$ cat src/rtl/adc_scan_pkg.sv
// Shared definitions for the ADS1115-class round-robin scanner.
// Contents: FSM state enum, ADS1115 register pointers and config constants,
// and cfg_msb(), which builds the config-register MSB for a single-ended channel.
package adc_scan_pkg;

    typedef enum logic [2:0] {
        StIdle,
        StConfig,
        StConvWait,
        StSelectData,
        StRead,
        StTxnWait,
        StNextCh,
        StScanDelay
    } adc_state_e;

    localparam logic [7:0] PTR_CONV   = 8'h00;
    localparam logic [7:0] PTR_CONFIG = 8'h01;
    localparam logic [7:0] CFG_LSB    = 8'h83;
    localparam logic [2:0] CFG_PGA    = 3'b001;

    // OS=1 starts a single-shot conversion, MUX=1xx selects AINx vs GND,
    // PGA=+/-4.096 V, MODE=1 is single-shot.
    function automatic logic [7:0] cfg_msb(input logic [1:0] ch);
        return {1'b1, 1'b1, ch, CFG_PGA, 1'b1};
    endfunction

endpackage

$ cat src/rtl/adc_scan_fsm_if.sv
// Transaction interface between the ADC scanner (master) and the I2C master
// engine (slave).
//   i2c_transaction_start      : one-cycle start pulse
//   i2c_transaction_rd_nwr     : 1 = read, 0 = write
//   i2c_transaction_slave_addr : 7-bit target address
//   i2c_master_din             : write bytes, [0] sent first
//   i2c_transaction_bytes_num  : byte count of the transaction
//   i2c_transaction_done       : one-cycle pulse at transaction end
//   i2c_master_dout            : read bytes, [0] received first
interface adc_scan_fsm_if #(
    parameter int unsigned MAX_BYTES_PER_TRANSACTION = 3
);
    localparam int unsigned BYTES_W = $clog2(MAX_BYTES_PER_TRANSACTION + 1);

    logic                                      i2c_transaction_start;
    logic                                      i2c_transaction_rd_nwr;
    logic [6:0]                                i2c_transaction_slave_addr;
    logic [MAX_BYTES_PER_TRANSACTION-1:0][7:0] i2c_master_din;
    logic [BYTES_W-1:0]                        i2c_transaction_bytes_num;
    logic                                      i2c_transaction_done;
    logic [MAX_BYTES_PER_TRANSACTION-1:0][7:0] i2c_master_dout;

    modport master (
        output i2c_transaction_start,
        output i2c_transaction_rd_nwr,
        output i2c_transaction_slave_addr,
        output i2c_master_din,
        output i2c_transaction_bytes_num,
        input  i2c_transaction_done,
        input  i2c_master_dout
    );

    modport slave (
        input  i2c_transaction_start,
        input  i2c_transaction_rd_nwr,
        input  i2c_transaction_slave_addr,
        input  i2c_master_din,
        input  i2c_transaction_bytes_num,
        output i2c_transaction_done,
        output i2c_master_dout
    );

endinterface

$ cat src/rtl/adc_next_channel.sv
// Combinational priority finder: lowest set bit of mask_i strictly above cur_ch_i.
// cur_ch_i is signed so that -1 selects the lowest set bit overall.
//   mask_i    : channel enable mask
//   cur_ch_i  : current channel (signed, -1 = none yet)
//   next_ch_o : next channel to scan
//   found_o   : a candidate exists
module adc_next_channel #(
    parameter int unsigned NUM_CHANNELS = 4
) (
    input  logic [NUM_CHANNELS-1:0] mask_i,
    input  logic signed [2:0]       cur_ch_i,
    output logic [1:0]              next_ch_o,
    output logic                    found_o
);

    // Walk downward so the lowest qualifying channel is the last one written.
    always_comb begin
        next_ch_o = '0;
        found_o   = 1'b0;
        for (int i = NUM_CHANNELS - 1; i >= 0; i--) begin
            if (mask_i[i] && (i > int'(cur_ch_i))) begin
                found_o   = 1'b1;
                next_ch_o = 2'(i);
            end
        end
    end

endmodule

$ cat src/rtl/adc_scan_fsm.sv
// Round-robin single-shot scanner for up to four single-ended inputs of an
// ADS1115-class ADC. Per channel: write config (starts conversion), wait the
// conversion time, select the conversion register, read two bytes.
// Optional feature macro: ADC_TIMEOUT_EN adds TIMEOUT_CYCLES and timeout_err.
//   clk, rst_n     : clock, asynchronous active-low reset
//   enable         : scanning runs while high (sampled in idle / scan delay)
//   channel_mask   : channels to scan, latched at scan start
//   i2c            : master side of the I2C transaction interface
//   sample_valid   : one-cycle pulse with a new result
//   sample_channel : channel of sample_data
//   sample_data    : signed conversion result {MSB, LSB}
//   channel_data   : last result per channel, held
//   scan_done      : one-cycle pulse after the last channel of a scan
//   timeout_err    : sticky, a transaction exceeded TIMEOUT_CYCLES (macro only)
module adc_scan_fsm
    import adc_scan_pkg::*;
#(
    parameter int unsigned NUM_CHANNELS              = 4,
    parameter int unsigned MAX_BYTES_PER_TRANSACTION = 3,
    parameter logic [6:0]  SLAVE_ADDR                = 7'h48,
    parameter int unsigned CONV_WAIT_CYCLES          = 1_250_000,
    parameter int unsigned SCAN_DELAY_CYCLES         = 6_250_000
`ifdef ADC_TIMEOUT_EN
    ,
    parameter int unsigned TIMEOUT_CYCLES            = 1_000_000
`endif
) (
    input  logic                         clk,
    input  logic                         rst_n,
    input  logic                         enable,
    input  logic [NUM_CHANNELS-1:0]      channel_mask,
    adc_scan_fsm_if.master               i2c,
    output logic                         sample_valid,
    output logic [1:0]                   sample_channel,
    output logic [15:0]                  sample_data,
    output logic [NUM_CHANNELS-1:0][15:0] channel_data,
    output logic                         scan_done
`ifdef ADC_TIMEOUT_EN
    ,
    output logic                         timeout_err
`endif
);

    localparam int unsigned BYTES_W = $clog2(MAX_BYTES_PER_TRANSACTION + 1);

    adc_state_e state_q, state_d;
    adc_state_e ret_q, ret_d;
    logic [1:0]              ch_q, ch_d;
    logic [NUM_CHANNELS-1:0] mask_q, mask_d;
    logic [31:0]             cnt_q, cnt_d;

    logic                                      start_q, start_d;
    logic                                      rd_nwr_q, rd_nwr_d;
    logic [BYTES_W-1:0]                        bytes_q, bytes_d;
    logic [MAX_BYTES_PER_TRANSACTION-1:0][7:0] din_q, din_d;
    logic                                      sample_valid_q, sample_valid_d;
    logic [1:0]                                sample_channel_q, sample_channel_d;
    logic [15:0]                               sample_data_q, sample_data_d;
    logic [NUM_CHANNELS-1:0][15:0]             channel_data_q, channel_data_d;
    logic                                      scan_done_q, scan_done_d;
    logic                                      timeout_err_q, timeout_err_d;

    logic [1:0] first_ch, next_ch;
    logic       first_found, next_found;
    logic       txn_done, txn_timeout;

    // Only the first two read bytes carry the conversion result.
    logic unused_dout;
    assign unused_dout = ^i2c.i2c_master_dout[MAX_BYTES_PER_TRANSACTION-1:2];

    adc_next_channel #(
        .NUM_CHANNELS(NUM_CHANNELS)
    ) u_first (
        .mask_i   (channel_mask),
        .cur_ch_i (3'sb111),
        .next_ch_o(first_ch),
        .found_o  (first_found)
    );

    adc_next_channel #(
        .NUM_CHANNELS(NUM_CHANNELS)
    ) u_next (
        .mask_i   (mask_q),
        .cur_ch_i (signed'({1'b0, ch_q})),
        .next_ch_o(next_ch),
        .found_o  (next_found)
    );

    assign txn_done = (state_q == StTxnWait) && i2c.i2c_transaction_done;

`ifdef ADC_TIMEOUT_EN
    assign txn_timeout = (state_q == StTxnWait) && !i2c.i2c_transaction_done &&
                         (cnt_q == 32'(TIMEOUT_CYCLES - 1));
`else
    assign txn_timeout = 1'b0;
`endif

    // State and registered outputs.
    always_ff @(posedge clk or negedge rst_n) begin
        if (!rst_n) begin
            state_q          <= StIdle;
            ret_q            <= StIdle;
            ch_q             <= '0;
            mask_q           <= '0;
            cnt_q            <= '0;
            start_q          <= 1'b0;
            rd_nwr_q         <= 1'b0;
            bytes_q          <= '0;
            din_q            <= '0;
            sample_valid_q   <= 1'b0;
            sample_channel_q <= '0;
            sample_data_q    <= '0;
            channel_data_q   <= '0;
            scan_done_q      <= 1'b0;
            timeout_err_q    <= 1'b0;
        end else begin
            state_q          <= state_d;
            ret_q            <= ret_d;
            ch_q             <= ch_d;
            mask_q           <= mask_d;
            cnt_q            <= cnt_d;
            start_q          <= start_d;
            rd_nwr_q         <= rd_nwr_d;
            bytes_q          <= bytes_d;
            din_q            <= din_d;
            sample_valid_q   <= sample_valid_d;
            sample_channel_q <= sample_channel_d;
            sample_data_q    <= sample_data_d;
            channel_data_q   <= channel_data_d;
            scan_done_q      <= scan_done_d;
            timeout_err_q    <= timeout_err_d;
        end
    end

    // Next-state logic.
    always_comb begin
        state_d = state_q;
        ret_d   = ret_q;
        ch_d    = ch_q;
        mask_d  = mask_q;
        cnt_d   = cnt_q;
        case (state_q)
            StIdle: begin
                if (enable && first_found) begin
                    mask_d  = channel_mask;
                    ch_d    = first_ch;
                    state_d = StConfig;
                end
            end
            StConfig: begin
                ret_d   = StConvWait;
                state_d = StTxnWait;
            end
            StConvWait: begin
                if (cnt_q == 32'(CONV_WAIT_CYCLES - 1)) begin
                    cnt_d   = '0;
                    state_d = StSelectData;
                end else begin
                    cnt_d = cnt_q + 32'd1;
                end
            end
            StSelectData: begin
                ret_d   = StRead;
                state_d = StTxnWait;
            end
            StRead: begin
                ret_d   = StNextCh;
                state_d = StTxnWait;
            end
            StTxnWait: begin
                if (txn_done) begin
                    cnt_d   = '0;
                    state_d = ret_q;
                end else if (txn_timeout) begin
                    // Abandon the channel; its result is left untouched.
                    cnt_d   = '0;
                    state_d = StNextCh;
                end else begin
`ifdef ADC_TIMEOUT_EN
                    cnt_d = cnt_q + 32'd1;
`endif
                end
            end
            StNextCh: begin
                if (next_found) begin
                    ch_d    = next_ch;
                    state_d = StConfig;
                end else begin
                    state_d = StScanDelay;
                end
            end
            StScanDelay: begin
                if (cnt_q == 32'(SCAN_DELAY_CYCLES - 1)) begin
                    cnt_d = '0;
                    if (enable && first_found) begin
                        mask_d  = channel_mask;
                        ch_d    = first_ch;
                        state_d = StConfig;
                    end else begin
                        state_d = StIdle;
                    end
                end else begin
                    cnt_d = cnt_q + 32'd1;
                end
            end
            default: state_d = StIdle;
        endcase
    end

    // Output logic. Transaction fields are loaded together with the start pulse
    // and then held until the next transaction.
    always_comb begin
        start_d          = 1'b0;
        rd_nwr_d         = rd_nwr_q;
        bytes_d          = bytes_q;
        din_d            = din_q;
        sample_valid_d   = 1'b0;
        sample_channel_d = sample_channel_q;
        sample_data_d    = sample_data_q;
        channel_data_d   = channel_data_q;
        scan_done_d      = 1'b0;
        timeout_err_d    = timeout_err_q;
        case (state_q)
            StConfig: begin
                start_d  = 1'b1;
                rd_nwr_d = 1'b0;
                bytes_d  = BYTES_W'(3);
                din_d    = '0;
                din_d[0] = PTR_CONFIG;
                din_d[1] = cfg_msb(ch_q);
                din_d[2] = CFG_LSB;
            end
            StSelectData: begin
                start_d  = 1'b1;
                rd_nwr_d = 1'b0;
                bytes_d  = BYTES_W'(1);
                din_d    = '0;
                din_d[0] = PTR_CONV;
            end
            StRead: begin
                start_d  = 1'b1;
                rd_nwr_d = 1'b1;
                bytes_d  = BYTES_W'(2);
            end
            StTxnWait: begin
                // A completed read is the only transaction that returns to StNextCh.
                if (txn_done && (ret_q == StNextCh)) begin
                    sample_valid_d       = 1'b1;
                    sample_channel_d     = ch_q;
                    sample_data_d        = {i2c.i2c_master_dout[0], i2c.i2c_master_dout[1]};
                    channel_data_d[ch_q] = {i2c.i2c_master_dout[0], i2c.i2c_master_dout[1]};
                end
                if (txn_timeout) begin
                    timeout_err_d = 1'b1;
                end
            end
            StNextCh: begin
                if (!next_found) begin
                    scan_done_d = 1'b1;
                end
            end
            default: ;
        endcase
    end

    assign i2c.i2c_transaction_start      = start_q;
    assign i2c.i2c_transaction_rd_nwr     = rd_nwr_q;
    assign i2c.i2c_transaction_slave_addr = SLAVE_ADDR;
    assign i2c.i2c_master_din             = din_q;
    assign i2c.i2c_transaction_bytes_num  = bytes_q;

    assign sample_valid   = sample_valid_q;
    assign sample_channel = sample_channel_q;
    assign sample_data    = sample_data_q;
    assign channel_data   = channel_data_q;
    assign scan_done      = scan_done_q;
`ifdef ADC_TIMEOUT_EN
    assign timeout_err    = timeout_err_q;
`else
    logic unused_timeout;
    assign unused_timeout = timeout_err_q ^ timeout_err_d;
`endif

endmodule

$ cat src/flat_wrapper.sv
// flat-port wrapper written by rule: the top's interface ports become plain ports
module adc_scan_fsm_flat import adc_scan_pkg::*;
#(
    parameter int unsigned NUM_CHANNELS              = 4,
    parameter int unsigned MAX_BYTES_PER_TRANSACTION = 3,
    parameter logic [6:0]  SLAVE_ADDR                = 7'h48,
    parameter int unsigned CONV_WAIT_CYCLES          = 1_250_000,
    parameter int unsigned SCAN_DELAY_CYCLES         = 6_250_000

)
  (clk, rst_n, enable, channel_mask, sample_valid, sample_channel, sample_data, channel_data, scan_done, i2c_i2c_transaction_start, i2c_i2c_transaction_rd_nwr, i2c_i2c_transaction_slave_addr, i2c_i2c_master_din, i2c_i2c_transaction_bytes_num, i2c_i2c_transaction_done, i2c_i2c_master_dout);
  adc_scan_fsm_if #(.MAX_BYTES_PER_TRANSACTION(MAX_BYTES_PER_TRANSACTION)) i2c_i ();
  input  logic clk;
  input  logic rst_n;
  input  logic enable;
  input  logic [NUM_CHANNELS-1:0] channel_mask;
  output logic sample_valid;
  output logic [1:0] sample_channel;
  output logic [15:0] sample_data;
  output logic [NUM_CHANNELS-1:0][15:0] channel_data;
  output logic scan_done;
  output wire logic [$bits(i2c_i.i2c_transaction_start)-1:0] i2c_i2c_transaction_start;
  output wire logic [$bits(i2c_i.i2c_transaction_rd_nwr)-1:0] i2c_i2c_transaction_rd_nwr;
  output wire logic [$bits(i2c_i.i2c_transaction_slave_addr)-1:0] i2c_i2c_transaction_slave_addr;
  output wire logic [$bits(i2c_i.i2c_master_din)-1:0] i2c_i2c_master_din;
  output wire logic [$bits(i2c_i.i2c_transaction_bytes_num)-1:0] i2c_i2c_transaction_bytes_num;
  input wire logic [$bits(i2c_i.i2c_transaction_done)-1:0] i2c_i2c_transaction_done;
  input wire logic [$bits(i2c_i.i2c_master_dout)-1:0] i2c_i2c_master_dout;
  assign i2c_i2c_transaction_start = i2c_i.i2c_transaction_start;
  assign i2c_i2c_transaction_rd_nwr = i2c_i.i2c_transaction_rd_nwr;
  assign i2c_i2c_transaction_slave_addr = i2c_i.i2c_transaction_slave_addr;
  assign i2c_i2c_master_din = i2c_i.i2c_master_din;
  assign i2c_i2c_transaction_bytes_num = i2c_i.i2c_transaction_bytes_num;
  assign i2c_i.i2c_transaction_done = i2c_i2c_transaction_done;
  assign i2c_i.i2c_master_dout = i2c_i2c_master_dout;
  adc_scan_fsm #(.NUM_CHANNELS(NUM_CHANNELS), .MAX_BYTES_PER_TRANSACTION(MAX_BYTES_PER_TRANSACTION), .SLAVE_ADDR(SLAVE_ADDR), .CONV_WAIT_CYCLES(CONV_WAIT_CYCLES), .SCAN_DELAY_CYCLES(SCAN_DELAY_CYCLES)) u_core (.clk(clk), .rst_n(rst_n), .enable(enable), .channel_mask(channel_mask), .i2c(i2c_i), .sample_valid(sample_valid), .sample_channel(sample_channel), .sample_data(sample_data), .channel_data(channel_data), .scan_done(scan_done));
endmodule
$ cat config.mk
export PLATFORM = sky130hd
export DESIGN_NAME = adc_scan_fsm_flat
export DESIGN_NICKNAME = d
export VERILOG_FILES = /design/src/rtl/adc_scan_pkg.sv /design/src/rtl/adc_scan_fsm_if.sv /design/src/rtl/adc_next_channel.sv /design/src/rtl/adc_scan_fsm.sv /design/src/flat_wrapper.sv
export SDC_FILE = /design/constraint.sdc
export NUM_CORES = 1
export LEC_CHECK = 0
export BUFFER_PORTS_ARGS = -buffer_cell sky130_fd_sc_hd__buf_2
export CORE_MARGIN = 2
export CORE_UTILIZATION = 48
export CTS_CLUSTER_DIAMETER = 30
export CTS_CLUSTER_SIZE = 30
export DETAILED_ROUTE_END_ITERATION = 10
export PLACE_DENSITY = 0.83
export SYNTH_ARGS = -nofsm -noshare
export SYNTH_HDL_FRONTEND = slang
export SYNTH_SLANG_ARGS = --single-unit
$ cat constraint.sdc
create_clock -name clk -period 1.9 [get_ports clk]
set_clock_uncertainty 0.15 [all_clocks]
set_input_delay 0.285 -clock clk [delete_from_list [all_inputs] [get_ports clk]]
set_output_delay 0.285 -clock clk [all_outputs]
set_load 0.1 [all_outputs]
* Word level (Yosys, flattened, before mapping)
Cells that the tools add are included.
** Cells by class
- Add/sub/neg operators :: 1
- $lt $le $gt $ge :: 6
- Eq/ne operators :: 15
- Muxes and demuxes :: 46
- Reduce and logical (&&, ||, !) cells :: 22
** Operator list (count)
- 2-to-1 mux 32 bit :: 3
- case mux 32 bit (3 select lines) :: 1
- bitwise mux 64 bit :: 1
- case mux 24 bit (2 select lines) :: 1
- adder 32 x 1 -> 32 bit, second input constant :: 1
- demux 16 bit (select 2 bit) :: 1
- == test 32 x 21 -> 1 bit, second input constant :: 1
- == test 32 x 23 -> 1 bit, second input constant :: 1
- 2-to-1 mux 2 bit :: 11
- case mux 3 bit (6 select lines) :: 1
- 2-to-1 mux 16 bit :: 1
- == test 3 bit, second input constant :: 5
- 2-to-1 mux 3 bit :: 5
- 2-to-1 mux 1 bit :: 14
- case mux 2 bit (3 select lines) :: 2
- inequality test 2 x 1 -> 1 bit, second input constant :: 5
- case mux 3 bit (3 select lines) :: 1
- nonzero test 3 bit :: 3
- logical AND 1 bit :: 8
- 2-to-1 mux 4 bit :: 2
- case mux 4 bit (2 select lines) :: 1
- == test 3 x 2 -> 1 bit, second input constant :: 2
- AND reduction 2 bit :: 3
- nonzero test 2 bit :: 3
- other kinds (11) :: 13
** Word-level totals
- Register bits :: 156
- Input bits :: 32
- Output and inout bits :: 119
- Logic and storage cells :: 109

* Depth between registers and ports, before layout
Gate-level depths: netlist of the first run.
- Word-level depth :: 8
- Mapped depth :: 8
- Depth with buffers taken out :: 6

* Hierarchy
Synthesis of the first run repeated with hierarchy kept, for this count alone.
** Second synthesis, totals
- Cell total of the unflattened synthesis :: 556
- Area, all modules :: 6289.8 sq um
** Modules (own cells, without submodules)
- adc_scan_fsm :: instances 1, cells each 526, area each 6094.6 sq um, sequential area each 3328.2 sq um
- adc_next_channel :: instances 2, cells each 15, area each 97.6 sq um, sequential area each 0.0 sq um

* Least setup slack after synthesis of the first run
Ideal clock, no wire load.
- Path type :: register to register
- From :: reg u_core.cnt_q[0]
- To :: reg u_core.cnt_q[21]
- Library setup time :: 0.118 ns
- Arrival :: 1.762 ns
- Data required time :: 1.632 ns
- Setup slack :: -0.131 ns
- Stages on the path, launching flop included :: 9
- Buffers on the path :: 2
- Clock period less this slack :: 2.031 ns
- Path through :: dfrtp_1 -> ha_1 -> nand3_1 -> nand4b_2 -> o31ai_4 -> and3_1 -> buf_4 -> buf_6 -> nor2_1
** On the way
- Longest elaborated chain between the ends :: 3
- Elaborated cells between the ends (all ways) :: 6
- Classes of those cells :: add/sub: 1; eq/ne: 2; mux: 3
** RTL lines
- from (decl) :: line adc_scan_fsm.sv:50 : logic [31:0] cnt_q, cnt_d;
- from (signal assigned) :: line adc_scan_fsm.sv:121 : cnt_q <= cnt_d;
- adder 32 x 1 -> 32 bit, or another cell as far along :: line adc_scan_fsm.sv:159, adc_scan_fsm.sv:203
- 2-to-1 mux 32 bit (on tied branches) :: line adc_scan_fsm.sv:193, adc_scan_fsm.sv:155
- case mux 32 bit (3 select lines) (*) :: line adc_scan_fsm.sv:142 : case (state_q)
Mark *: on every way between the ends. The rest lies on a longest branch, timed or not.
A chain may end at the register's enable or synchronous reset.

* Final worst setup path of the first run
- From :: reg u_core.cnt_q[29]
- To :: reg u_core.cnt_q[15]
** On the way
- Longest elaborated chain between the ends :: 3
- Elaborated cells between the ends (all ways) :: 5
- Classes of those cells :: eq/ne: 2; mux: 3
** RTL lines (line)
- == test 32 x 23 -> 1 bit or == test 32 x 21 -> 1 bit (tied branches) :: adc_scan_fsm.sv:193, adc_scan_fsm.sv:155
- 2-to-1 mux 32 bit (on tied branches) :: adc_scan_fsm.sv:193, adc_scan_fsm.sv:155
- case mux 32 bit (3 select lines) (*) :: adc_scan_fsm.sv:142
Marked as above.

==> results of run 1 <==
final cells by class:
class | count | area [sq um]
Clock buffer | 20 | 457
Clock inverter | 12 | 169
Fill cell | 721 | 3670
Inverter | 7 | 26.3
Multi-Input combinational cell | 319 | 2760
Sequential cell | 132 | 3300
Tap cell | 168 | 210
Timing Repair Buffer | 212 | 1520
per-layer routing:
metal / GRT usage [%] / up-vias
li1: - / 2065
met1: 28.3 / 2527
met2: 43.5 / 342
met3: 6.49 / 96
met4: 11.8 / 0
met5: 0 / -
worst max path at each step:
stage                             startpoint                      endpoint  slack (ns)
3_3_place_gp   u_core.state_q[2]$_DFFE_PN0P_  u_core.cnt_q[31]$_DFFE_PN0P_       -0.12
6_report        u_core.cnt_q[29]$_DFFE_PN0P_  u_core.cnt_q[15]$_DFFE_PN0P_       -0.35
4_1_cts        u_core.state_q[0]$_DFFE_PN0P_  u_core.cnt_q[29]$_DFFE_PN0P_       -0.23
3_5_place_dp   u_core.state_q[2]$_DFFE_PN0P_  u_core.cnt_q[29]$_DFFE_PN0P_       -0.19
5_1_grt         u_core.cnt_q[29]$_DFFE_PN0P_  u_core.cnt_q[15]$_DFFE_PN0P_       -0.38
2_1_floorplan  u_core.state_q[2]$_DFFE_PN0P_  u_core.cnt_q[27]$_DFFE_PN0P_       -0.10
cell families after synthesis:
kind of cell               after synthesis  share of synthesized area [%]
AOI/OAI and AO/OA                       44                           5.52
DFF                                    132                           55.0
xor gates and xnor gates                28                           4.08
adders and majority gates                1                          0.208
other                                    2                          0.125
muxes                                   85                           15.9
and+or+nand+nor                        140                           12.7
buffers and inverters                   59                           6.49
synthesized netlist by cell type, types with 3 or more instances:
cell type	n	area, sq um
buf_6	5	56.3
xnor2_1	4	35.0
buf_4	32	240
nor2_1	34	128
nor3_1	6	30.0
o211ai_1	3	22.5
a2bb2oi_1	3	26.3
nand4_1	15	93.8
a21oi_1	6	30.0
clkbuf_1	6	22.5
mux2_2	85	957
buf_2	9	45.0
xor2_1	24	210
nor2_2	5	31.3
dfrtp_1	132	3300
nor4bb_1	4	40.0
nand2b_1	4	25.0
and4_1	4	35.0
and2_1	4	25.0
nand2_1	30	113
nand3_1	13	65.1
a21o_1	3	22.5
nor4_1	3	18.8
and3_1	4	25.0
o21ai_0	14	70.1
inv_1	7	26.3
registers in the layout (all words and copies together), names as in the netlist:
signal                                count
u_core.ch_q                               2
u_core.channel_data                      64
u_core.cnt_q                             32
u_core.i2c.i2c_master_din                 3
u_core.i2c.i2c_transaction_bytes_num      1
u_core.i2c.i2c_transaction_rd_nwr         1
u_core.i2c.i2c_transaction_start          1
u_core.mask_q                             3
u_core.ret_q                              2
u_core.sample_channel                     2
u_core.sample_data                       16
u_core.sample_valid                       1
u_core.scan_done                          1
u_core.state_q                            3
metrics by stage:
| step | cell area (sq um) | hold slack, ns | cells |
|---|---|---|---|
| 2_1_floorplan | 6160 | -0.161 | 510 |
| 3_3_place_gp | 7190 | -0.0589 | 817 |
| 3_5_place_dp | 7190 | -0.0593 | 817 |
| 4_1_cts | 8220 | 0.00321 | 865 |
| 5_1_grt | 8440 | 0.00691 | 870 |
| 6_report | 8440 | 0.0134 | 870 |
worst register-to-register path: stages (launching register included):
cell and delay, ns:
dfrtp_1 0.45, nor4_2 0.35, buf_4 0.20, nand4b_4 0.14
o31ai_4 0.26, and3_4 0.25, buf_8 0.14, buf_16 0.15
nor2_2 0.05
what timing repair did:
action,CTS,global route
resized for setup,60,40
pin swaps,22,21
hold buffers,3,0
setup endpoints to repair,104,104
gates cloned,4,1
setup buffers,11,6
hold endpoints to repair,134,0
==> results by group, run 1 <==
Clocking
  – CTS tree: built
  – TritonCTS buffer count: 17
  – Clock sink count: about 130
  – Clk buf depth: 2
  – CTS H-tree depth: 4
  – Root buf cell: clkbuf_16
  – Clk pin slew, worst setup/hold paths: about 0.060 ns
  – Worst-Skew Late Latency: about 0.42 ns

Route
  – Initial DRC count: between 400 and 500
  – WL met2: between 9000 and 10,000 um
  – Routed WL per cell: 21.7 um
  – Via count: approximately 5.0k
  – DRC viols: 0
  – Pre-antenna DRT Iters: 5
  – Met1 wire length: about 6900 um
  – Routed wire length: around 19,000 um
  – DR vias/cell: a little under 6
  – Met3 WL: between 1000 and 1500 um
  – Routed Antenna Nets: 0
  – Top Layer Used: met4

Setup path
  – Buf/Inv on CP: 3
  – CP max stage cell: dfrtp_1
  – R2r startpoint: u_core.cnt_q[29]$_DFFE_PN0P_
  – Largest incremental delay on the critical path: about 0.45 ns
  – CP delay by family, top: simple AND/OR/NAND/NOR gates
  – CP Max Fanout: 7
  – Setup crit end kind: flip-flop
  – CP arrival: about 2.4 ns
  – Kind of critical path: flip-flop to flip-flop
  – Worst path depth: 8
  – Reg2Reg Setup Slack: -0.35 ns
  – WP data required: 2.05 ns
  – Crit-path cells: nor4_2 > buf_4 > nand4b_4 > o31ai_4 > and3_4 > buf_8 > buf_16 > nor2_2
  – Worst R2R Path Depth: 8
  – Setup crit start kind: flip-flop
  – Reg2reg end: u_core.cnt_q[15]$_DFFE_PN0P_

Synth
  – Netlist cell types: 52
  – Mapped Avg Cell Area: ~12 sq um
  – Synth Cell Area: roughly 6000 sq um
  – YS warnings: 0
  – Synth Flop Type: dfrtp_1
  – Cell count after synthesis: slightly below 500
  – Number of enable flip-flop cells after synthesis: 0
  – Asr flop ratio synth: 100%
  – Register area share after synthesis: ~55%
  – Register bit total from synthesis: between 100 and 150

Floorplan
  – Chip width: 116 um
  – Core Rows: 40
  – I/O pins: about 150
  – Starting Density: between 40% and 50%
  – Core area: between 10,000 and 15,000 sq um
  – Die Ht: roughly 120 um
  – Die ar.: around 13,000 sq um

Hold path
  – Hold-critical path depth: 2
  – Min-Delay Path Class: input pin to flip-flop
  – Hold Crit Start: i2c_i2c_master_dout[2]
  – Worst min-delay path endpoint: u_core.channel_data[42]$_DFFE_PN0P_

Timing
  – Least-Margin Pin Slew: between 0.5 and 0.6 ns
  – Slew headroom: approximately two thirds
  – Final count of negative-setup-slack endpoints: between 100 and 150
  – Unrepaired setup endpoints after global routing: yes
  – Fmax: 0.445 GHz
  – Fin crit share: 118%
  – Final Hold Vio Count: 0
  – Min Clock Period, post-route: approximately 2.2 ns
  – Setup TNS: -18.11 ns
  – Slew Viols, Final: 0
  – Fin worst setup slack: -0.349 ns

Layout
  – Commonest non-fill, non-tap cell in the layout: dfrtp_1
  – Final core utilization: a little over two thirds
  – Area Overhead vs Synth: 40.5%
  – Commonest non-fill, non-tap cells in the layout: dfrtp_1 (132), buf_2 (120), mux2_2 (77)
  – Layout net count: between 700 and 800
  – Number of inserted diodes: 0
  – Share of cells above drive strength 1: around 56%

GRT
  – Overflow after GRT: 0
  – Largest net degree at the start of global routing: 76
  – Antenna violations before repair: 1
  – Vias in the first global route: 4,838
  – Global-route wire length before repair: between 20,000 and 30,000 um
  – GR Util All Layers: around 25%

Status
  – Outcome: complete, but fails checks
  – Failing checks: setup timing

Placement
  – Setup WS pre-CTS: -0.187 ns
  – Input/output buffers: ~120
  – Post-DP HPWL: ~9700 um
  – Final GP Congestion: ~0.86

Job
  – Max-cap violation count: 0
Power of run 1 is not shown: default switching activity piles up to over one toggle a cycle in this logic, so the estimate is an artifact.
==> inputs of run 2 (changes only) <==
--- a/config.mk
+++ b/config.mk
@@ -6,12 +6,14 @@
 export NUM_CORES = 1
 export LEC_CHECK = 0
 export BUFFER_PORTS_ARGS = -buffer_cell sky130_fd_sc_hd__buf_2
+export CAP_MARGIN = 25
 export CORE_MARGIN = 2
-export CORE_UTILIZATION = 48
+export CORE_UTILIZATION = 57
 export CTS_CLUSTER_DIAMETER = 30
 export CTS_CLUSTER_SIZE = 30
 export DETAILED_ROUTE_END_ITERATION = 10
-export PLACE_DENSITY = 0.83
+export PLACE_DENSITY = 0.92
+export SKIP_LAST_GASP = 1
 export SYNTH_ARGS = -nofsm -noshare
 export SYNTH_HDL_FRONTEND = slang
 export SYNTH_SLANG_ARGS = --single-unit
==> constraint.sdc (replaced) <==
create_clock -name clk -period 2.61 [get_ports clk]
set_clock_uncertainty 0.15 [all_clocks]
set_input_delay 0.3915 -clock clk [delete_from_list [all_inputs] [get_ports clk]]
set_output_delay 0.3915 -clock clk [all_outputs]
set_load 0.1 [all_outputs]
==> results by group, run 2 (same netlist as run 1, synthesis figures left out) <==
Layout
  – Area Overhead vs Synth: 23.1% (was 40.5%)
  – Reg area: 3300 sq um (unchanged)
  – Commonest non-fill, non-tap cell in the layout: dfrtp_1 (unchanged)
  – Commonest non-fill, non-tap cells in the layout: dfrtp_1 (132), buf_2 (120), mux2_2 (85) (was dfrtp_1 (132), buf_2 (120), mux2_2 (77))
  – Number of flip-flops in the largest register: 64 (unchanged)
  – Share of cells above drive strength 1: 42.2% (was 56.0%)
  – Number of inserted diodes: 0 (unchanged)
  – Fillers: 630 (was 721)
  – Area of the multi-input gates: 2390 sq um (was 2760 sq um)
  – Layout net count: 665 (was 722)

Floorplan
  – Starting Density: 58.5% (was 49.6%)
  – I/O pins: 151 (unchanged)
  – Die Ht: 107 um (was 116 um)
  – Chip width: 107 um (was 116 um)
  – Core Rows: 37 (was 40)
  – Core area: 10,300 sq um (was 12,100 sq um)
  – Die ar.: 11,400 sq um (was 13,400 sq um)

Route
  – Routed Antenna Nets: 0 (unchanged)
  – Routed WL per cell: 19.1 um (was 21.7 um)
  – Routed wire length: 14,900 um (was 18,900 um)
  – Via count: 4,478 (was 5,030)
  – Initial DRC count: 415 (was 479)
  – DR vias/cell: 5.73 (was 5.78)
  – DRC viols: 0 (unchanged)
  – Pre-antenna DRT Iters: 5 (unchanged)

Setup path
  – Worst setup path startpoint: u_core.state_q[1]$_DFFE_PN0P_ (was u_core.cnt_q[29]$_DFFE_PN0P_)
  – CP Max Fanout: 16 (was 7)
  – Crit-path most repeated cell: buf_4
  – R2r startpoint: u_core.state_q[1]$_DFFE_PN0P_ (was u_core.cnt_q[29]$_DFFE_PN0P_)
  – Reg2Reg Setup Slack: 0.20 ns (was -0.35 ns)
  – Largest incremental delay on the critical path: 0.52 ns (was 0.45 ns)
  – CP Capture Point: u_core.channel_data[36]$_DFFE_PN0P_ (was u_core.cnt_q[15]$_DFFE_PN0P_)
  – Setup crit start kind: flip-flop (unchanged)
  – CP max stage cell: dfrtp_1 (unchanged)
  – Crit-path cells: nor2b_1 > and4_1 > buf_4 > and3b_1 > buf_4 > mux2_2 (was nor4_2 > buf_4 > nand4b_4 > o31ai_4 > and3_4 > buf_8 > buf_16 > nor2_2)
  – Reg2reg end: u_core.channel_data[36]$_DFFE_PN0P_ (was u_core.cnt_q[15]$_DFFE_PN0P_)
  – CP arrival: 2.66 ns (was 2.40 ns)
  – WP data required: 2.86 ns (was 2.05 ns)
  – Kind of critical path: flip-flop to flip-flop (unchanged)
  – Worst R2R Path Depth: 6 (was 8)
  – Setup crit end kind: flip-flop (unchanged)

Clocking
  – Cts repair resizes: 0 (was 60)
  – Clock sink count: 132 (unchanged)
  – Clk buf depth: 2 (unchanged)
  – # hold bufs at CTS: 14 (was 3)
  – Setup Buffers After CTS: 0 (was 11)
  – CTS H-tree depth: 4 (unchanged)
  – Clk pin slew, worst setup/hold paths: 0.06 ns (about the same)
  – CTS tree: built (unchanged)
  – Root buf cell: clkbuf_8 (was clkbuf_16)
  – TritonCTS buffer count: 17 (unchanged)
  – Worst-Skew Late Latency: 0.53 ns (was 0.42 ns)

Placement
  – Input/output buffers: 121 (unchanged)
  – Final GP Congestion: 0.838 (was 0.863)
  – Post-DP HPWL: 9420 um (was 9740 um)

GRT
  – Global-route wire length before repair: 23,800 um (was 25,400 um)
  – Vias in the first global route: 4,601 (was 4,838)
  – Overflow after GRT: 0 (unchanged)
  – Largest net degree at the start of global routing: 43 (was 76)
  – GR Util All Layers: 27.4% (was 24.8%)
  – Antenna violations before repair: 0 (was 1)

Timing
  – Slew headroom: 58.6% (was 66.0%)
  – Fmax: 0.415 GHz (was 0.445 GHz)
  – Slew Viols, Final: 0 (unchanged)
  – Fin crit share: 92.4% (was 118%)
  – Unrepaired setup endpoints after global routing: no (was yes)
  – Min Clock Period, post-route: 2.41 ns (was 2.25 ns)
  – Final count of negative-setup-slack endpoints: 0 (was 102)
  – Setup TNS: 0 ns (was -18.11 ns)
  – Least-Margin Pin Slew: 0.613 ns (was 0.514 ns)
  – Final Hold Vio Count: 0 (unchanged)

Hold path
  – Min-Delay Path Class: input pin to flip-flop (unchanged)

Job
  – Max-cap violation count: 0 (unchanged)

Status
  – Outcome: complete, no violations (was complete, but fails checks)
-- run 2: how the worst min path moves through the flow --
stage | from | to | slack [ns] | depth (start not counted)
floorplan | rst_n | u_core.ch_q[0]$_DFFE_PN0P_ | -0.05 | 0
finish | i2c_i2c_master_dout[2] | u_core.channel_data[26]$_DFFE_PN0P_ | 0.03 | 2
detailed placement | rst_n | u_core.i2c.i2c_master_din[17]$_DFFE_PN0P_ | 0.25 | 1
global placement | rst_n | u_core.scan_done$_DFF_PN0_ | 0.25 | 1
global route | i2c_i2c_master_dout[2] | u_core.channel_data[26]$_DFFE_PN0P_ | 0.01 | 2
CTS | i2c_i2c_master_dout[2] | u_core.channel_data[26]$_DFFE_PN0P_ | 0.001 | 2
-- run 2: cell type report --
class / instances / area share [%]
Clock buffer: 18 / 5.65
Inverter: 7 / 0.355
Timing Repair Buffer: 155 / 12.5
Clock inverter: 14 / 2.28
Multi-Input combinational cell: 319 / 32.3
Tap cell: 136 / 2.30
Sequential cell: 132 / 44.6
-- run 2: per-layer routing --
metal | vias up | wire (um) | track usage, %
met2 | 224 | 7840 | 48.0
met1 | 2246 | 5670 | 31.3
met4 | 0 | 478 | 13.5
met5 | - | 0 | 0
li1 | 1959 | - | -
met3 | 49 | 914 | 6.63
-- run 2: stage by stage --
step	hold WS, ns	cell area, sq um	util, %	std cells	setup slack [ns]
after global placement	0.246	6670	64.9	735	0.401
after global routing	0.0113	7400	72.0	781	0.0804
after floorplan	-0.0541	6080	-	510	0.579
after detailed placement	0.249	6670	64.9	735	0.311
after CTS	0.00115	7400	72.0	781	0.233
final	0.0291	7400	72.0	781	0.198
-- run 2: worst max-delay path: cells and delay by family (launching register included) --
family / cells / cell delay [ns]
and+or+nand+nor: 3 / 0.73
DFF: 1 / 0.52
buffers and inverters: 2 / 0.48
muxes: 1 / 0.40
Power of run 2 is left out for the same reason.
==> inputs of run 3 (changes only) <==
--- a/config.mk
+++ b/config.mk
@@ -5,14 +5,15 @@
 export SDC_FILE = /design/constraint.sdc
 export NUM_CORES = 1
 export LEC_CHECK = 0
+export ABC_AREA = 1
 export BUFFER_PORTS_ARGS = -buffer_cell sky130_fd_sc_hd__buf_2
 export CAP_MARGIN = 25
 export CORE_MARGIN = 2
-export CORE_UTILIZATION = 57
+export CORE_UTILIZATION = 58
 export CTS_CLUSTER_DIAMETER = 30
 export CTS_CLUSTER_SIZE = 30
 export DETAILED_ROUTE_END_ITERATION = 10
-export PLACE_DENSITY = 0.92
+export PLACE_DENSITY = 0.93
 export SKIP_LAST_GASP = 1
 export SYNTH_ARGS = -nofsm -noshare
 export SYNTH_HDL_FRONTEND = slang
==> results by group, run 3 <==
Status
  – Outcome: complete, no violations (unchanged)

Synth
  – Netlist cell types: 26 (was 52)
  – Cell count after synthesis: 763 (was 491)
  – Synth area leader: dfrtp_1 (unchanged)
  – Top-area cell type share of the netlist area: 53.7% (was 55.0%)
  – Register bit total from synthesis: 132 (unchanged)
  – Number of enable flip-flop cells after synthesis: 0 (unchanged)
  – Register area share after synthesis: 53.7% (was 55.0%)
  – Synth cell count leaders: nand2_1 (232), dfrtp_1 (132), inv_1 (94), nor2_1 (75), o21ai_1 (48) (was dfrtp_1 (132), mux2_2 (85), nor2_1 (34), buf_4 (32), nand2_1 (30))
  – YS warnings: 0 (unchanged)
  – Mapped Avg Cell Area: 8.05 sq um (was 12.2 sq um)
  – Synth Flop Type: dfrtp_1 (unchanged)
  – Count leader, synth: nand2_1 (was dfrtp_1)
  – Synth Cell Area: 6150 sq um (was 6010 sq um)
  – Synth area leaders: dfrtp_1 (54%), nand2_1 (14%), inv_1 (5.7%) (was dfrtp_1 (55%), mux2_2 (16%), buf_4 (4.0%))
  – Asr flop ratio synth: 100% (unchanged)

Clocking
  – Clk buf depth: 2 (unchanged)
  – TritonCTS buffer count: 17 (unchanged)
  – CTS H-tree depth: 4 (unchanged)
  – Root buf cell: clkbuf_8 (unchanged)
  – Cts repair resizes: 0 (unchanged)
  – Worst-Skew Late Latency: 0.53 ns (about the same)
  – Setup Buffers After CTS: 0 (unchanged)
  – Clk pin slew, worst setup/hold paths: 0.06 ns (about the same)
  – # hold bufs at CTS: 1 (was 14)
  – Clock sink count: 132 (unchanged)
  – CTS tree: built (unchanged)

GRT
  – GR Util All Layers: 29.5% (was 27.4%)
  – Vias in the first global route: 5,394 (was 4,601)
  – M2 GR Usage: 49.7% (was 48.0%)
  – Antenna violations before repair: 0 (unchanged)
  – Global-route wire length before repair: 26,200 um (was 23,800 um)
  – Grt met1 use: 34.5% (was 31.3%)
  – Overflow after GRT: 0 (unchanged)
  – Most crowded layer after global routing: met2 (unchanged)
  – Met3 Track Usage GR: 7.60% (was 6.63%)
  – Largest net degree at the start of global routing: 56 (was 43)

Setup path
  – CP max stage cell: dfrtp_1 (unchanged)
  – WP data required: 2.87 ns (was 2.86 ns)
  – Setup crit end kind: flip-flop (unchanged)
  – Setup crit start kind: flip-flop (unchanged)
  – Crit-path most repeated cell: nand2_1 (was buf_4)
  – Kind of critical path: flip-flop to flip-flop (unchanged)
  – CP Max Fanout: 32 (was 16)
  – Crit-path cells: nand2_1 > nor2_2 > nand2_1 > nor3_4 > nand2_2 > o21ai_0 (was nor2b_1 > and4_1 > buf_4 > and3b_1 > buf_4 > mux2_2)
  – CP arrival: 2.61 ns (was 2.66 ns)
  – Largest incremental delay on the critical path: 0.46 ns (was 0.52 ns)

Layout
  – Number of inserted diodes: 0 (unchanged)
  – Area Overhead vs Synth: 19.2% (was 23.1%)
  – Fillers: 735 (was 630)
  – Layout net count: 915 (was 665)
  – Share of cells above drive strength 1: 18.8% (was 42.2%)
  – Commonest non-fill, non-tap cell in the layout: nand2_1 (was dfrtp_1)
  – Number of flip-flops in the largest register: 64 (unchanged)
  – Non-Filler Instances: 1,030 (was 781)
  – Final core utilization: 71.0% (was 72.0%)
  – Commonest non-fill, non-tap cells in the layout: nand2_1 (232), dfrtp_1 (132), buf_2 (120) (was dfrtp_1 (132), buf_2 (120), mux2_2 (85))

Timing
  – Fin worst setup slack: 0.259 ns (was 0.198 ns)
  – Unrepaired setup endpoints after global routing: no (unchanged)
  – Setup TNS: 0 ns (unchanged)
  – Least-Margin Pin Slew: 0.585 ns (was 0.613 ns)
  – Fmax: 0.425 GHz (was 0.415 GHz)
  – Final count of negative-setup-slack endpoints: 0 (unchanged)
  – Slew headroom: 60.8% (was 58.6%)
  – Slew Viols, Final: 0 (unchanged)
  – Min Clock Period, post-route: 2.35 ns (was 2.41 ns)
  – Fin crit share: 90.1% (was 92.4%)
  – Final Hold Vio Count: 0 (unchanged)

Hold path
  – Min-Delay Path Class: input pin to flip-flop (unchanged)

Route
  – Via count: 5,658 (was 4,478)
  – Initial DRC count: 628 (was 415)
  – Routed WL per cell: 15.7 um (was 19.1 um)
  – Routed Antenna Nets: 0 (unchanged)
  – Routed wire length: 16,200 um (was 14,900 um)
  – Pre-antenna DRT Iters: 9 (was 5)
  – DR vias/cell: 5.49 (was 5.73)
  – DRC viols: 0 (unchanged)

Job
  – Max-cap violation count: 0 (unchanged)

Placement
  – Placed insts: 998 (was 735)
  – Post-DP HPWL: 10,200 um (was 9420 um)
  – Setup WS pre-CTS: 0.427 ns (was 0.311 ns)
  – Input/output buffers: 121 (unchanged)
  – Final GP Congestion: 0.938 (was 0.838)

Floorplan
  – Die ar.: 11,400 sq um (about the same)
  – Chip width: 107 um (about the same)
  – Die Ht: 107 um (about the same)
  – Core area: 10,300 sq um (about the same)
  – Starting Density: 59.5% (was 58.5%)
  – Core Rows: 37 (unchanged)
  – I/O pins: 151 (unchanged)
## run 3: cell count changes after synthesis, moves of 30 or more
cell,previous run,this run
inv_1,7,94
mux2_2,85,0
nand2_1,30,232
nor2_1,34,75
o21ai_0,14,44
o21ai_1,0,48
## run 3: worst max-delay path: cells and delay by family (launching register included)
| family | cells | cell delay [ns] |
|---|---|---|
| AOI/OAI and AO/OA | 1 | 0.40 |
| DFF | 1 | 0.46 |
| and+or+nand+nor | 5 | 1.22 |
## run 3: cell families after synthesis
group	count (synthesis)	share of synthesized area (%)
simple gates	370	24.7
buf+inv	144	10.9
flops	132	53.7
compound gates	97	7.94
xor+xnor	17	2.42
other cells	2	0.122
fa+ha+maj	1	0.204
## run 3: area by class of cell
cell class / instances / area [sq um] / area share (%)
Inverter: 95 / 357 / 4.87
Multi-Input combinational cell: 506 / 2240 / 30.6
Clock buffer: 17 / 414 / 5.65
Sequential cell: 132 / 3300 / 45.1
Tap cell: 136 / 170 / 2.32
Timing Repair Buffer: 130 / 691 / 9.43
Clock inverter: 14 / 148 / 2.02
## run 3: worst paths after layout
| path | from | endpoint | slack (ns) | cells after the start |
|---|---|---|---|---|
| max | u_core.state_q[0]$_DFFE_PN0P_ | u_core.channel_data[63]$_DFFE_PN0P_ | 0.26 | 6 |
| min | channel_mask[2] | u_core.mask_q[2]$_DFFE_PN0P_ | 0.02 | 3 |
| max reg2reg | u_core.state_q[0]$_DFFE_PN0P_ | u_core.channel_data[63]$_DFFE_PN0P_ | 0.26 | 6 |
| max in group asynchronous | rst_n | u_core.mask_q[3]$_DFFE_PN0P_ | 1.38 | 3 |
| min in group asynchronous | rst_n | u_core.channel_data[19]$_DFFE_PN0P_ | 0.24 | 2 |
| min reg2reg | u_core.sample_data[1]$_DFFE_PN0P_ | u_core.sample_data[1]$_DFFE_PN0P_ | 0.33 | 2 |
## run 3: layer usage
layer  vias to the layer above  wire, um
li1                       2566         -
met1                      2686      6120
met2                       338      8080
met3                        68      1210
met4                         0       780
met5                         -         0
## run 3: metrics by stage
step	instance area (sq um)	hold slack, ns
after detailed placement	6750	0.248
after floorplan	6220	-0.0541
final	7330	0.0159
after global routing	7330	0.0192
after global placement	6750	0.247
after CTS	7330	0.0172
Power of run 3 is left out for the same reason.
